$ cat config.mk
export PLATFORM = sky130hd
export DESIGN_NAME = fir_decimator_fifo
export DESIGN_NICKNAME = d
export VERILOG_FILES = /design/src/rtl/dsp_pkg.sv /design/src/rtl/sync_fifo.sv /design/src/rtl/fir_decimator_fifo.sv
export SDC_FILE = /design/constraint.sdc
export NUM_CORES = 1
export LEC_CHECK = 0
export CAP_MARGIN = 20
export CORE_MARGIN = 1
export CORE_UTILIZATION = 25
export DETAILED_ROUTE_END_ITERATION = 10
export GPL_TIMING_DRIVEN = 0
export PLACE_DENSITY = 0.5
export SLEW_MARGIN = 30
export SYNTH_ARGS = -nofsm -noshare
export SYNTH_HDL_FRONTEND = slang
export SYNTH_SLANG_ARGS = --single-unit
$ cat constraint.sdc
create_clock -name clock -period 4.11 [get_ports clock]
set_input_delay 0.822 -clock clock [delete_from_list [all_inputs] [get_ports clock]]
set_output_delay 0.822 -clock clock [all_outputs]
set_load 0.005 [all_outputs]
$ cat src/rtl/dsp_pkg.sv
// Shared DSP definitions used by the FIR stage and the decimating FIFO.
// Holds the sample width and the signed sample type, so every stage agrees
// on the data format.
package dsp_pkg;

   localparam int SAMPLE_W = 16;

   typedef logic signed [SAMPLE_W-1:0] sample_t;

endpackage

$ cat src/rtl/sync_fifo.sv
// Synchronous first-word-fall-through FIFO that stores decimated samples.
// It owns the storage array, the read/write pointers, the occupancy count
// and the full/empty status. A push is accepted while the FIFO is full only
// if a pop happens in the same cycle. clear_i empties the FIFO at the next
// edge and overrides any push or pop in that cycle. The storage array is not
// reset, because its contents are never visible while the FIFO is empty.
module sync_fifo
   import dsp_pkg::*;
#(
   parameter int DEPTH = 16,
   localparam int PTR_W = $clog2(DEPTH),
   localparam int CNT_W = PTR_W + 1
) (
   input  logic             clock,
   input  logic             reset,
   input  logic             clear_i,
   input  logic             push_i,
   input  logic             pop_i,
   input  sample_t          wrData_i,
   output sample_t          rdData_o,
   output logic [CNT_W-1:0] count_o,
   output logic             full_o,
   output logic             empty_o
);

   sample_t          mem [DEPTH];
   logic [PTR_W-1:0] wrPtr_q, wrPtr_d;
   logic [PTR_W-1:0] rdPtr_q, rdPtr_d;
   logic [CNT_W-1:0] count_q, count_d;
   logic             doPush;
   logic             doPop;

   assign full_o   = (count_q == CNT_W'(DEPTH));
   assign empty_o  = (count_q == '0);
   assign doPop    = pop_i && !empty_o;
   assign doPush   = push_i && (!full_o || doPop);
   assign rdData_o = mem[rdPtr_q];
   assign count_o  = count_q;

   // Next-state pointers and count; a clear wins over push and pop, and
   // pointers wrap naturally because DEPTH is a power of two.
   always_comb begin
      wrPtr_d = wrPtr_q;
      rdPtr_d = rdPtr_q;
      count_d = count_q;
      if (clear_i) begin
         wrPtr_d = '0;
         rdPtr_d = '0;
         count_d = '0;
      end else begin
         if (doPush) wrPtr_d = wrPtr_q + PTR_W'(1);
         if (doPop)  rdPtr_d = rdPtr_q + PTR_W'(1);
         case ({doPush, doPop})
            2'b10:   count_d = count_q + CNT_W'(1);
            2'b01:   count_d = count_q - CNT_W'(1);
            default: count_d = count_q;
         endcase
      end
   end

   // Pointer and count registers, cleared immediately by reset.
   always_ff @(posedge clock or posedge reset) begin
      if (reset) begin
         wrPtr_q <= '0;
         rdPtr_q <= '0;
         count_q <= '0;
      end else begin
         wrPtr_q <= wrPtr_d;
         rdPtr_q <= rdPtr_d;
         count_q <= count_d;
      end
   end

   // Sample storage, written at the write pointer whenever a push is accepted.
   always_ff @(posedge clock) begin
      if (doPush && !clear_i) mem[wrPtr_q] <= wrData_i;
   end

endmodule

$ cat src/rtl/fir_decimator_fifo.sv
// Decimating output buffer for the FIR stage. It keeps one of every DECIM
// valid samples and queues the kept samples in a first-word-fall-through
// FIFO for a downstream consumer that uses a ready handshake. When a kept
// sample arrives while the FIFO is full and nothing is popped in the same
// cycle, that sample is dropped and a sticky overflow flag is raised.
// reset_n is active high despite its name.
// Optional macro FIR_DECIM_OVF_COUNT_EN adds an 8-bit count of dropped
// samples that saturates at 255.
module fir_decimator_fifo
   import dsp_pkg::*;
#(
   parameter int DECIM = 4,
   parameter int DEPTH = 16
) (
   input  logic                       clock,
   input  logic                       reset_n,
   input  logic signed [SAMPLE_W-1:0] sample_in,
   input  logic                       sample_valid,
   input  logic                       flush,
   output logic signed [SAMPLE_W-1:0] out_data,
   output logic                       out_valid,
   input  logic                       out_ready,
   output logic [$clog2(DEPTH):0]     fifo_count,
   output logic                       overflow
`ifdef FIR_DECIM_OVF_COUNT_EN
   ,
   output logic [7:0]                 overflow_cnt
`endif
);

   localparam int PHASE_W = (DECIM > 1) ? $clog2(DECIM) : 1;
   localparam logic [PHASE_W-1:0] PHASE_LAST = PHASE_W'(DECIM - 1);

   logic [PHASE_W-1:0] phase_q, phase_d;
   logic               overflow_q, overflow_d;
   logic               keep;
   logic               pop;
   logic               drop;
   logic               fifoFull;
   logic               fifoEmpty;

   assign keep      = sample_valid && (phase_q == PHASE_LAST);
   assign pop       = out_valid && out_ready;
   assign drop      = keep && fifoFull && !pop;
   assign out_valid = !fifoEmpty;
   assign overflow  = overflow_q;

   sync_fifo #(
      .DEPTH(DEPTH)
   ) uFifo (
      .clock    (clock),
      .reset    (reset_n),
      .clear_i  (flush),
      .push_i   (keep && !drop),
      .pop_i    (pop),
      .wrData_i (sample_in),
      .rdData_o (out_data),
      .count_o  (fifo_count),
      .full_o   (fifoFull),
      .empty_o  (fifoEmpty)
   );

   // The phase advances only on valid samples and wraps after the kept one;
   // a drop makes the overflow flag sticky until flush or reset.
   always_comb begin
      phase_d    = phase_q;
      overflow_d = overflow_q;
      if (flush) begin
         phase_d    = '0;
         overflow_d = 1'b0;
      end else begin
         if (sample_valid) begin
            phase_d = (phase_q == PHASE_LAST) ? '0 : phase_q + PHASE_W'(1);
         end
         if (drop) overflow_d = 1'b1;
      end
   end

   // Phase and overflow registers, cleared immediately by reset.
   always_ff @(posedge clock or posedge reset_n) begin
      if (reset_n) begin
         phase_q    <= '0;
         overflow_q <= 1'b0;
      end else begin
         phase_q    <= phase_d;
         overflow_q <= overflow_d;
      end
   end

`ifdef FIR_DECIM_OVF_COUNT_EN
   logic [7:0] ovfCnt_q, ovfCnt_d;

   assign overflow_cnt = ovfCnt_q;

   // Count dropped samples and hold the count at 255 instead of wrapping.
   always_comb begin
      ovfCnt_d = ovfCnt_q;
      if (flush) begin
         ovfCnt_d = '0;
      end else if (drop && (ovfCnt_q != 8'hFF)) begin
         ovfCnt_d = ovfCnt_q + 8'd1;
      end
   end

   // Dropped-sample counter register, cleared immediately by reset.
   always_ff @(posedge clock or posedge reset_n) begin
      if (reset_n) ovfCnt_q <= '0;
      else         ovfCnt_q <= ovfCnt_d;
   end
`endif

endmodule

==> results.toml, run 1 <==
[critical_path]
startpoint_type = "register"
timing.reg2reg.worst_path_depth = 5
endpoint_kind = "primary output"
path_max_fanout = 10
timing.setup.critical_path_class = "reg -> out"
worst-endpoint-arrival_ns = 3.12
cp_data_required_time_ns = 3.29

[clocking]
insertion_delay_ns = 0.55
cts.path.max_buffers = 3
cts_buffers = 28
clkTransAtPathRegs_ns = 0.06
cts_tree = "yes"
cts_setup_buffers = 0
h_tree_lvls = 1
numClockSinks = 272
cts_root_buffer = "sky130_fd_sc_hd__clkbuf_16"

[logic_synthesis]
synth.top_cells.by_area = "sky130_fd_sc_hd__edfxtp_1 (72%), sky130_fd_sc_hd__mux4_2 (17%), sky130_fd_sc_hd__dfrtp_1 (3.7%)"
number_of_flops_mapped_to_enable_cells_by_yosys = 256
synthesis.area_um2 = 10700
postSynthCellCount = 482
yosysUniqueCellTypes = 41
avgSynthCellArea_um2 = 22.2
synth_nets = 511
yosys_warnings = 0
synth-main-ff-cell = "sky130_fd_sc_hd__edfxtp_1"
synth.largest_area_cell = "sky130_fd_sc_hd__edfxtp_1"
synth-async-reset-ratio_pct = 5.88
synth_seq_area_share_pct = 75.6
synth_top_area_share_pct = 71.9
synth_seq_cells = 272

[route]
drt_drc_violations_left = 0
antenna_left = 0
viasPerCell = 4.52
route.vias.total = 5095
routedWlPerCell_um = 21.4
number_of_search_and_repair_iterations_in_the_first_detailed_routing_pass = 4
drt_iter0_drc = 318
routed_wl_um = 24100

[flow_run]
cap_violations = 0

[placed_design]
placement.io_buffers = 42
dp_hpwl_um = 15600
pre_cts_ws_ns = 0.127
gp_routability_congestion = 0.720
numPlacedInstances = 1075

[grt]
grt_antenna_before_repair = 0
grt_pass1_wl_um = 35600
global_route.overflow_total = 0
global_route.usage.total_pct = 11.2
grt_max_degree = 17
first_global_vias = 5552

[final_layout]
antenna_cells = 0
finalNonFillerCells = 1126
layout_common_cells = "sky130_fd_sc_hd__edfxtp_1 (256), sky130_fd_sc_hd__mux4_2 (80), sky130_fd_sc_hd__clkdlybuf4s50_1 (42)"
synthToLayoutAreaGrowth_pct = 22.0
final_common_cell = "sky130_fd_sc_hd__edfxtp_1"
drive_gt1_share_pct = 29.3
fin_nets = 595

[floorplanning]
core_um2 = 42000
floorplan.initialDensity_pct = 25.4
die_y_um = 209
std_cell_rows = 75
fp.dieW_um = 209
fp.dieArea_um2 = 43600
io-pin-count = 44

[timing]
worst_slew_margin_rel_pct = 40.7
achievable-frequency_ghz = 0.253
worst_hold_slack_ns = 0.541
post-route-min-period_ns = 3.95
final.period_utilization_pct = 96.0
report.final.slew_viol_count = 0
finalWorstSetupSlack_ns = 0.164
final-hold-violation-count = 0
unrepaired_setup_endpoints_after_global_routing = "no"
setup_viol = 0
fin_skew_ns = 0.0238
worst_slew_pin_slew_ns = 0.890

[power]
irDropWorstVdd_mv = 0.331
power_per_standard_cell_area_nw_per_um2 = 515
leakage_nw = 4.00
power_w = 0.00671

[hold_path]
min_path_type = "reg -> reg"
min_delay_path_depth = 2

[run_status]
status = "complete, no violations"
-- kinds of logic after synthesis --
logic type                 count (synthesis)  share of synthesized area [%]
DFF                                      272                           75.6
xor gates and xnor gates                   8                          0.655
adders and majority gates                  8                          0.936
and+or+nand+nor                           64                           2.82
muxes                                     84                           17.2
AOI/OAI and AO/OA                         17                           1.35
buffers and inverters                     29                           1.37
-- flip-flops by register name (all words and copies together), names as in the netlist --
name           cells
uFifo.rdPtr_q      4
overflow           1
uFifo.mem        256
phase_q            2
uFifo.count_o      5
uFifo.wrPtr_q      4
-- worst max-delay path, stage by stage, from the launching register on --
cell	delay, ns
sky130_fd_sc_hd__dfrtp_1	0.42
sky130_fd_sc_hd__clkbuf_2	0.33
sky130_fd_sc_hd__clkbuf_2	0.44
sky130_fd_sc_hd__mux4_2	0.37
sky130_fd_sc_hd__mux4_2	0.55
sky130_fd_sc_hd__clkdlybuf4s50_1	0.47
-- final cells by class --
| cell class | instances | area [µm²] |
|---|---|---|
| clock buffer | 37 | 764 |
| tap | 539 | 674 |
| sequential | 272 | 8090 |
| fill | 4015 | 29000 |
| inverter | 5 | 18.8 |
| timing repair buffer | 54 | 676 |
| clock inverter | 14 | 96.3 |
| multi-input combinational | 181 | 2580 |
| buffer | 24 | 150 |
-- repair_timing --
action | 4_1_cts | 5_1_grt
hold buffers | 0 | 0
resized for setup | 9 | 1
endpoints found under the hold margin | 0 | 0
setup endpoints to repair | 16 | 11
-- power by group --
group          leakage, nW  switching, W  internal (W)  total [W]
logic                 1.07      0.000608      0.000683    0.00129
registers             2.52     0.0000319       0.00306    0.00309
clock network        0.415       0.00102       0.00131    0.00233
total                 4.00       0.00166       0.00505    0.00671
-- through the flow --
step	area [µm²]	setup TNS [ns]	util, %
final	13000	0	31.0
after global routing	13000	0	31.0
after CTS	13000	0	31.0
after detailed placement	12200	0	28.9
after global placement	11800	-43.57	28.0
after floorplan	10700	0	-
-- final timing paths --
kind                                  startpoint           endpoint  slack [ns]
worst max-delay path            uFifo.rdPtr_q[1]        out_data[0]        0.16
worst max register to register        phase_q[0]  uFifo.mem[11][13]        1.36
worst min-delay path                  phase_q[1]         phase_q[1]        0.54
max in group asynchronous                reset_n   uFifo.wrPtr_q[2]        2.98
worst min register to register        phase_q[1]         phase_q[1]        0.54
min in group asynchronous                reset_n           overflow        0.68
-- metal layers --
metal,wire [µm],track usage (%),up-vias
li1,-,-,2191
met3,1240,1.91,47
met4,728,3.85,0
met1,10300,14.8,2696
met2,11800,18.6,161
met5,0,0,-
-- cells in the mapped netlist (2+ instances only) --
cell type	count
sky130_fd_sc_hd__nand2b_1	2
sky130_fd_sc_hd__clkbuf_1	10
sky130_fd_sc_hd__buf_6	3
sky130_fd_sc_hd__xor2_1	4
sky130_fd_sc_hd__mux4_2	80
sky130_fd_sc_hd__a21oi_1	4
sky130_fd_sc_hd__buf_2	6
sky130_fd_sc_hd__nand2_1	10
sky130_fd_sc_hd__dfrtp_1	16
sky130_fd_sc_hd__mux2i_1	4
sky130_fd_sc_hd__nand3_1	6
sky130_fd_sc_hd__or3_1	2
sky130_fd_sc_hd__xnor2_1	4
sky130_fd_sc_hd__edfxtp_1	256
sky130_fd_sc_hd__ha_1	8
sky130_fd_sc_hd__o21ai_0	2
sky130_fd_sc_hd__inv_1	5
sky130_fd_sc_hd__nor2_1	32
sky130_fd_sc_hd__buf_1	3
sky130_fd_sc_hd__a31oi_1	3
sky130_fd_sc_hd__buf_4	2
No activity file was read; power rests on OpenSTA's default activity.
==> run 2, diff against run 1 <==
- CORE_UTILIZATION: 25 -> 45
- PLACE_DENSITY: 0.5 -> 0.72
==> run 2 against run 1 <==
Total power rose by 0.88%. Sequential share of layout area up 2.2 points. Count of clock-buffer cells in the layout shrank 4. Global-route usage is 7.6 points higher. Hold slack improved by 0.016 ns. First-iteration DRC count grew 35%. Core utilization increased by 23 points. Critical path type unchanged. Largest cell class unchanged.
==> results.toml, run 2 (synthesis gave the netlist of run 1 again) <==
[timing]
setup-tns-final_ns = 0
report.final.slew_viol_count = 0
finalWorstSetupSlack_ns = 0.154
unrepaired_setup_endpoints_after_global_routing = "no"
post-route-min-period_ns = 3.96
final.period_utilization_pct = 96.2
achievable-frequency_ghz = 0.253
worst_slew_margin_rel_pct = 42.6
fin_skew_ns = 0.00853
worst_slew_pin_slew_ns = 0.862
setup_viol = 0
final-hold-violation-count = 0

[hold_path]
min_path_type = "reg -> reg"
timing.hold.worst.start = "phase_q[1]"
hold_path_end = "phase_q[1]"
min_delay_path_depth = 2

[route]
drt_iter0_drc = 429
routed_wl_um = 21900
drt_drc_violations_left = 0
route.vias.total = 5104
routedWlPerCell_um = 24.4
viasPerCell = 5.70
number_of_search_and_repair_iterations_in_the_first_detailed_routing_pass = 4
antenna_left = 0

[final_layout]
synthToLayoutAreaGrowth_pct = 17.8
largest_register_ffs = 256
fin_util_pct = 53.8
final_common_cell = "sky130_fd_sc_hd__edfxtp_1"
largest_register_by_flop_count = "uFifo.mem"
drive_gt1_share_pct = 28.4
layout_common_cells = "sky130_fd_sc_hd__edfxtp_1 (256), sky130_fd_sc_hd__mux4_2 (80), sky130_fd_sc_hd__clkdlybuf4s50_1 (42)"
finish.instance_area_um2 = 12600
fin_nets = 587
fillCellCount = 1797
antenna_cells = 0

[grt]
first_global_vias = 5499
grt_antenna_before_repair = 0
global_route.usage.total_pct = 18.8
grt_pass1_wl_um = 32800
global_route.overflow_total = 0
grt_max_degree = 17

[placed_design]
placement.io_buffers = 42
dp_hpwl_um = 12900
postPlaceCellArea_um2 = 11700
pre_cts_ws_ns = 0.302
gp_routability_congestion = 0.780

[critical_path]
timing.setup.critical_path_class = "reg -> out"
startpoint_type = "register"
crit-reg2reg-capture = "uFifo.mem[15][4]"
worst_r2r_startpoint = "phase_q[0]"
path_max_fanout = 10
cp_data_required_time_ns = 3.29
timing.reg2reg.worst_path_depth = 5
endpoint_kind = "primary output"
worst-endpoint-arrival_ns = 3.13
r2r_slack_ns = 1.33

[power]
combinationalPowerShare_pct = 18.5
power_switching_share_pct = 24.0
intPower_w = 0.00515
power.share.sequential_pct = 45.6
switching_power_w = 0.00163
leakage_nw = 3.93
irDropWorstVdd_mv = 0.270
clock_power_share_pct = 35.9
power_w = 0.00677
power_per_standard_cell_area_nw_per_um2 = 538

[floorplanning]
die_y_um = 156
core_um2 = 23400
std_cell_rows = 56
io-pin-count = 44
floorplan.initialDensity_pct = 45.7
fp.dieW_um = 156
fp.dieArea_um2 = 24400

[clocking]
post_cts.resized_instances = 9
cts_setup_buffers = 0
cts.path.max_buffers = 3
cts_tree = "yes"
cts_root_buffer = "sky130_fd_sc_hd__clkbuf_16"
clkTransAtPathRegs_ns = 0.06
numClockSinks = 272
insertion_delay_ns = 0.53
cts-hold-fix-buffers = 0
cts_buffers = 28
h_tree_lvls = 1

[run_status]
status = "complete, no violations"

[flow_run]
cap_violations = 0
==> run 2: cell types whose count changed in the layout (fill, tap and decap cells not counted), moves of 2 or more <==
cell and change:
sky130_fd_sc_hd__buf_8 -2, sky130_fd_sc_hd__bufinv_16 +2, sky130_fd_sc_hd__clkbuf_8 -3, sky130_fd_sc_hd__buf_16 -6, sky130_fd_sc_hd__clkinv_4 +2
==> run 2: cell type report <==
cell class              instances  area, µm²  area share, %
repair buffers                 46        480           3.82
multi-input cells             181       2580           20.5
well taps                     319        399           3.17
plain buffers                  24        146           1.16
clock buffers                  33        741           5.88
clock inverters                16        143           1.13
inverters                       5       18.8          0.149
flip-flops and latches        272       8090           64.2
==> run 2: per-layer routing <==
| layer | part of all wire [%] | routed length [µm] | vias up | GRT usage, % |
|---|---|---|---|---|
| met2 | 49 | 10800 | 193 | 30.9 |
| li1 | - | - | 2167 | - |
| met1 | 41 | 8880 | 2679 | 24.7 |
| met5 | 0 | 0 | - | 0 |
| met3 | 6.1 | 1340 | 65 | 3.08 |
| met4 | 4.1 | 889 | 0 | 8.54 |
==> run 2: worst max-delay path by stage <==
| stage | start | slack, ns | cells after the start | to |
|---|---|---|---|---|
| floorplan | out_ready | 1.35 | 5 | uFifo.mem[15][0] |
| global placement | sample_valid | -0.19 | 5 | uFifo.mem[7][3] |
| detailed placement | uFifo.rdPtr_q[1] | 0.30 | 5 | out_data[15] |
| CTS | uFifo.rdPtr_q[0] | 0.10 | 5 | out_data[15] |
| global route | uFifo.rdPtr_q[2] | 0.002 | 4 | out_data[11] |
| finish | uFifo.rdPtr_q[0] | 0.15 | 5 | out_data[15] |
==> run 2: per-stage QoR <==
stage / hold WS [ns] / cells
3_5_place_dp: 0.556 / 847
3_3_place_gp: 0.490 / 843
2_1_floorplan: 0.486 / 482
5_1_grt: 0.608 / 896
6_report: 0.557 / 896
4_1_cts: 0.572 / 896
==> run 2: power groups by stage <==
| stage | Clock, W | Combinational [W] | Sequential [W] |
|---|---|---|---|
| CTS | 0.00248 | 0.00127 | 0.00309 |
| floorplan | 0 | 0.000827 | 0.00314 |
| global route | 0.00258 | 0.00135 | 0.00309 |
| detailed placement | 0 | 0.00125 | 0.00314 |
| global placement | 0 | 0.00122 | 0.00314 |
| finish | 0.00243 | 0.00126 | 0.00309 |
==> run 2: critical path, stage by stage (launching register included) <==
cell                              delay [ns]
sky130_fd_sc_hd__dfrtp_1                0.40
sky130_fd_sc_hd__buf_2                  0.35
sky130_fd_sc_hd__buf_4                  0.34
sky130_fd_sc_hd__mux4_2                 0.54
sky130_fd_sc_hd__mux4_2                 0.51
sky130_fd_sc_hd__clkdlybuf4s50_1        0.47
==> run 3, diff against run 2 <==
- ABC_CLOCK_PERIOD_IN_PS: not set -> 4110
- CTS_CLUSTER_SIZE: not set -> 10
==> run 3 against run 2 <==
Hold slack got worse by 0.00092 ns. Combinational power about the same. First-iteration DRC count increased by 11%. Total power down 0.15%. Via count rose by 0.47%. Critical endpoint is now out_data[14]. Largest power group unchanged. Register-to-register slack barely moved.
==> results.toml, run 3 (synthesis gave the netlist of run 1 again) <==
[run_status]
status = "complete, no violations"

[final_layout]
layout_common_cells = "sky130_fd_sc_hd__edfxtp_1 (256), sky130_fd_sc_hd__mux4_2 (80), sky130_fd_sc_hd__clkdlybuf4s50_1 (42)"
final_common_cell = "sky130_fd_sc_hd__edfxtp_1"
finalNonFillerCells = 891
fin_nets = 589
fin_util_pct = 53.7
antenna_cells = 0
largest_register_by_flop_count = "uFifo.mem"
largest_register_ffs = 256
fillCellCount = 1794
synthToLayoutAreaGrowth_pct = 17.6
drive_gt1_share_pct = 27.4

[floorplanning]
io-pin-count = 44
fp.dieArea_um2 = 24400
std_cell_rows = 56
floorplan.initialDensity_pct = 45.7
fp.dieW_um = 156
core_um2 = 23400
die_y_um = 156

[timing]
final.period_utilization_pct = 95.9
worst_slew_margin_rel_pct = 42.6
achievable-frequency_ghz = 0.254
final-hold-violation-count = 0
post-route-min-period_ns = 3.94
worst_slew_pin_slew_ns = 0.862
setup_viol = 0
worst_hold_slack_ns = 0.556
report.final.slew_viol_count = 0
fin_skew_ns = 0.0112
finalWorstSetupSlack_ns = 0.168
unrepaired_setup_endpoints_after_global_routing = "no"

[grt]
grt_antenna_before_repair = 0
global_route.overflow_total = 0
grt_max_degree = 17
grt_pass1_wl_um = 32600
global_route.usage.total_pct = 18.6
first_global_vias = 5428

[power]
power_per_standard_cell_area_nw_per_um2 = 538
irDropWorstVdd_mv = 0.325
power_w = 0.00676
leakage_nw = 3.91

[route]
antenna_left = 0
viasPerCell = 5.76
routed_wl_um = 21700
routedWlPerCell_um = 24.3
drt_drc_violations_left = 0
number_of_search_and_repair_iterations_in_the_first_detailed_routing_pass = 5
drt_iter0_drc = 478
route.vias.total = 5128

[critical_path]
worst-endpoint-arrival_ns = 3.12
endpoint_kind = "primary output"
timing.setup.critical_path_class = "reg -> out"
critPathTopFamily = "buffers and inverters"
critPathBufInv = 3
timing.critical_path.mode_cell = "sky130_fd_sc_hd__mux4_2"
crit-reg2reg-capture = "uFifo.mem[15][2]"
worst_r2r_startpoint = "phase_q[0]"
r2r_slack_ns = 1.32
worstPathCellList = "buf_2 > clkbuf_4 > mux4_2 > mux4_2 > clkdlybuf4s50_1"
timing.critical_path.slowest_stage_cell = "sky130_fd_sc_hd__mux4_2"
timing.reg2reg.worst_path_depth = 5
slowest_stage_delay_on_critical_path_ns = 0.53
startpoint_type = "register"
cp_data_required_time_ns = 3.29
path_max_fanout = 10

[clocking]
cts_buffers = 31
cts_tree = "yes"
cts_root_buffer = "sky130_fd_sc_hd__clkbuf_16"
insertion_delay_ns = 0.54
numClockSinks = 272
clkTransAtPathRegs_ns = 0.06
cts-hold-fix-buffers = 0
cts.path.max_buffers = 3
cts_setup_buffers = 0
h_tree_lvls = 1

[hold_path]
timing.hold.worst.start = "phase_q[1]"
min_path_type = "reg -> reg"
min_delay_path_depth = 2
hold_path_end = "phase_q[1]"

[flow_run]
cap_violations = 0

[placed_design]
gp_routability_congestion = 0.780
placement.io_buffers = 42
dp_hpwl_um = 12900
numPlacedInstances = 847
pre_cts_ws_ns = 0.302
## run 3: worst register-to-register path: stages, from the launching register on
cell and delay, ns:
sky130_fd_sc_hd__dfrtp_1 0.37, sky130_fd_sc_hd__ha_1 0.21, sky130_fd_sc_hd__nand2_2 0.14, sky130_fd_sc_hd__a31oi_1 0.56
sky130_fd_sc_hd__nand2_1 0.43, sky130_fd_sc_hd__nor2_4 0.70
## run 3: what timing repair did
action                                  4_1_cts  5_1_grt
endpoints found under the hold margin         0        0
gates resized for setup                       7        2
endpoints found under the setup margin       16       13
## run 3: report_power, final
part	leakage [nW]	total [W]	internal, W	switching [W]
sequential	2.52	0.00309	0.00306	0.0000304
clock	0.418	0.00243	0.00144	0.000992
combinational	0.979	0.00124	0.000678	0.000566
total	3.91	0.00676	0.00518	0.00159
## run 3: worst max path at each step
stage / startpoint / end / slack, ns / cells after the start
final: uFifo.rdPtr_q[0] / out_data[14] / 0.17 / 5
after global routing: uFifo.rdPtr_q[0] / out_data[11] / 0.01 / 5
after CTS: uFifo.rdPtr_q[0] / out_data[14] / 0.02 / 5
after detailed placement: uFifo.rdPtr_q[1] / out_data[15] / 0.30 / 5
after global placement: sample_valid / uFifo.mem[7][3] / -0.19 / 5
after floorplan: out_ready / uFifo.mem[15][0] / 1.35 / 5
## run 3: metal layers
layer / GRT usage [%] / up-vias / wire length (µm)
met1: 25.1 / 2692 / 8760
met4: 6.91 / 0 / 700
met2: 30.3 / 219 / 10700
met5: 0 / - / 0
met3: 3.56 / 56 / 1500
li1: - / 2161 / -
## run 3: per-stage QoR
step,instance area [µm²],TNS (ns)
floorplan,10700,0
global placement,11500,-11.10
detailed placement,11700,0
CTS,12600,0
global route,12600,0
finish,12600,0
## run 3: final cells by class
type                    instances  area [µm²]  share of cell area (%)
repair buffers                 46         480                    3.82
inverters                       5        18.8                   0.149
plain buffers                  23         143                    1.13
flip-flops and latches        272        8090                    64.3
well taps                     319         399                    3.18
clock buffers                  44         835                    6.64
multi-input cells             181        2580                    20.5
clock inverters                 1        30.0                   0.239
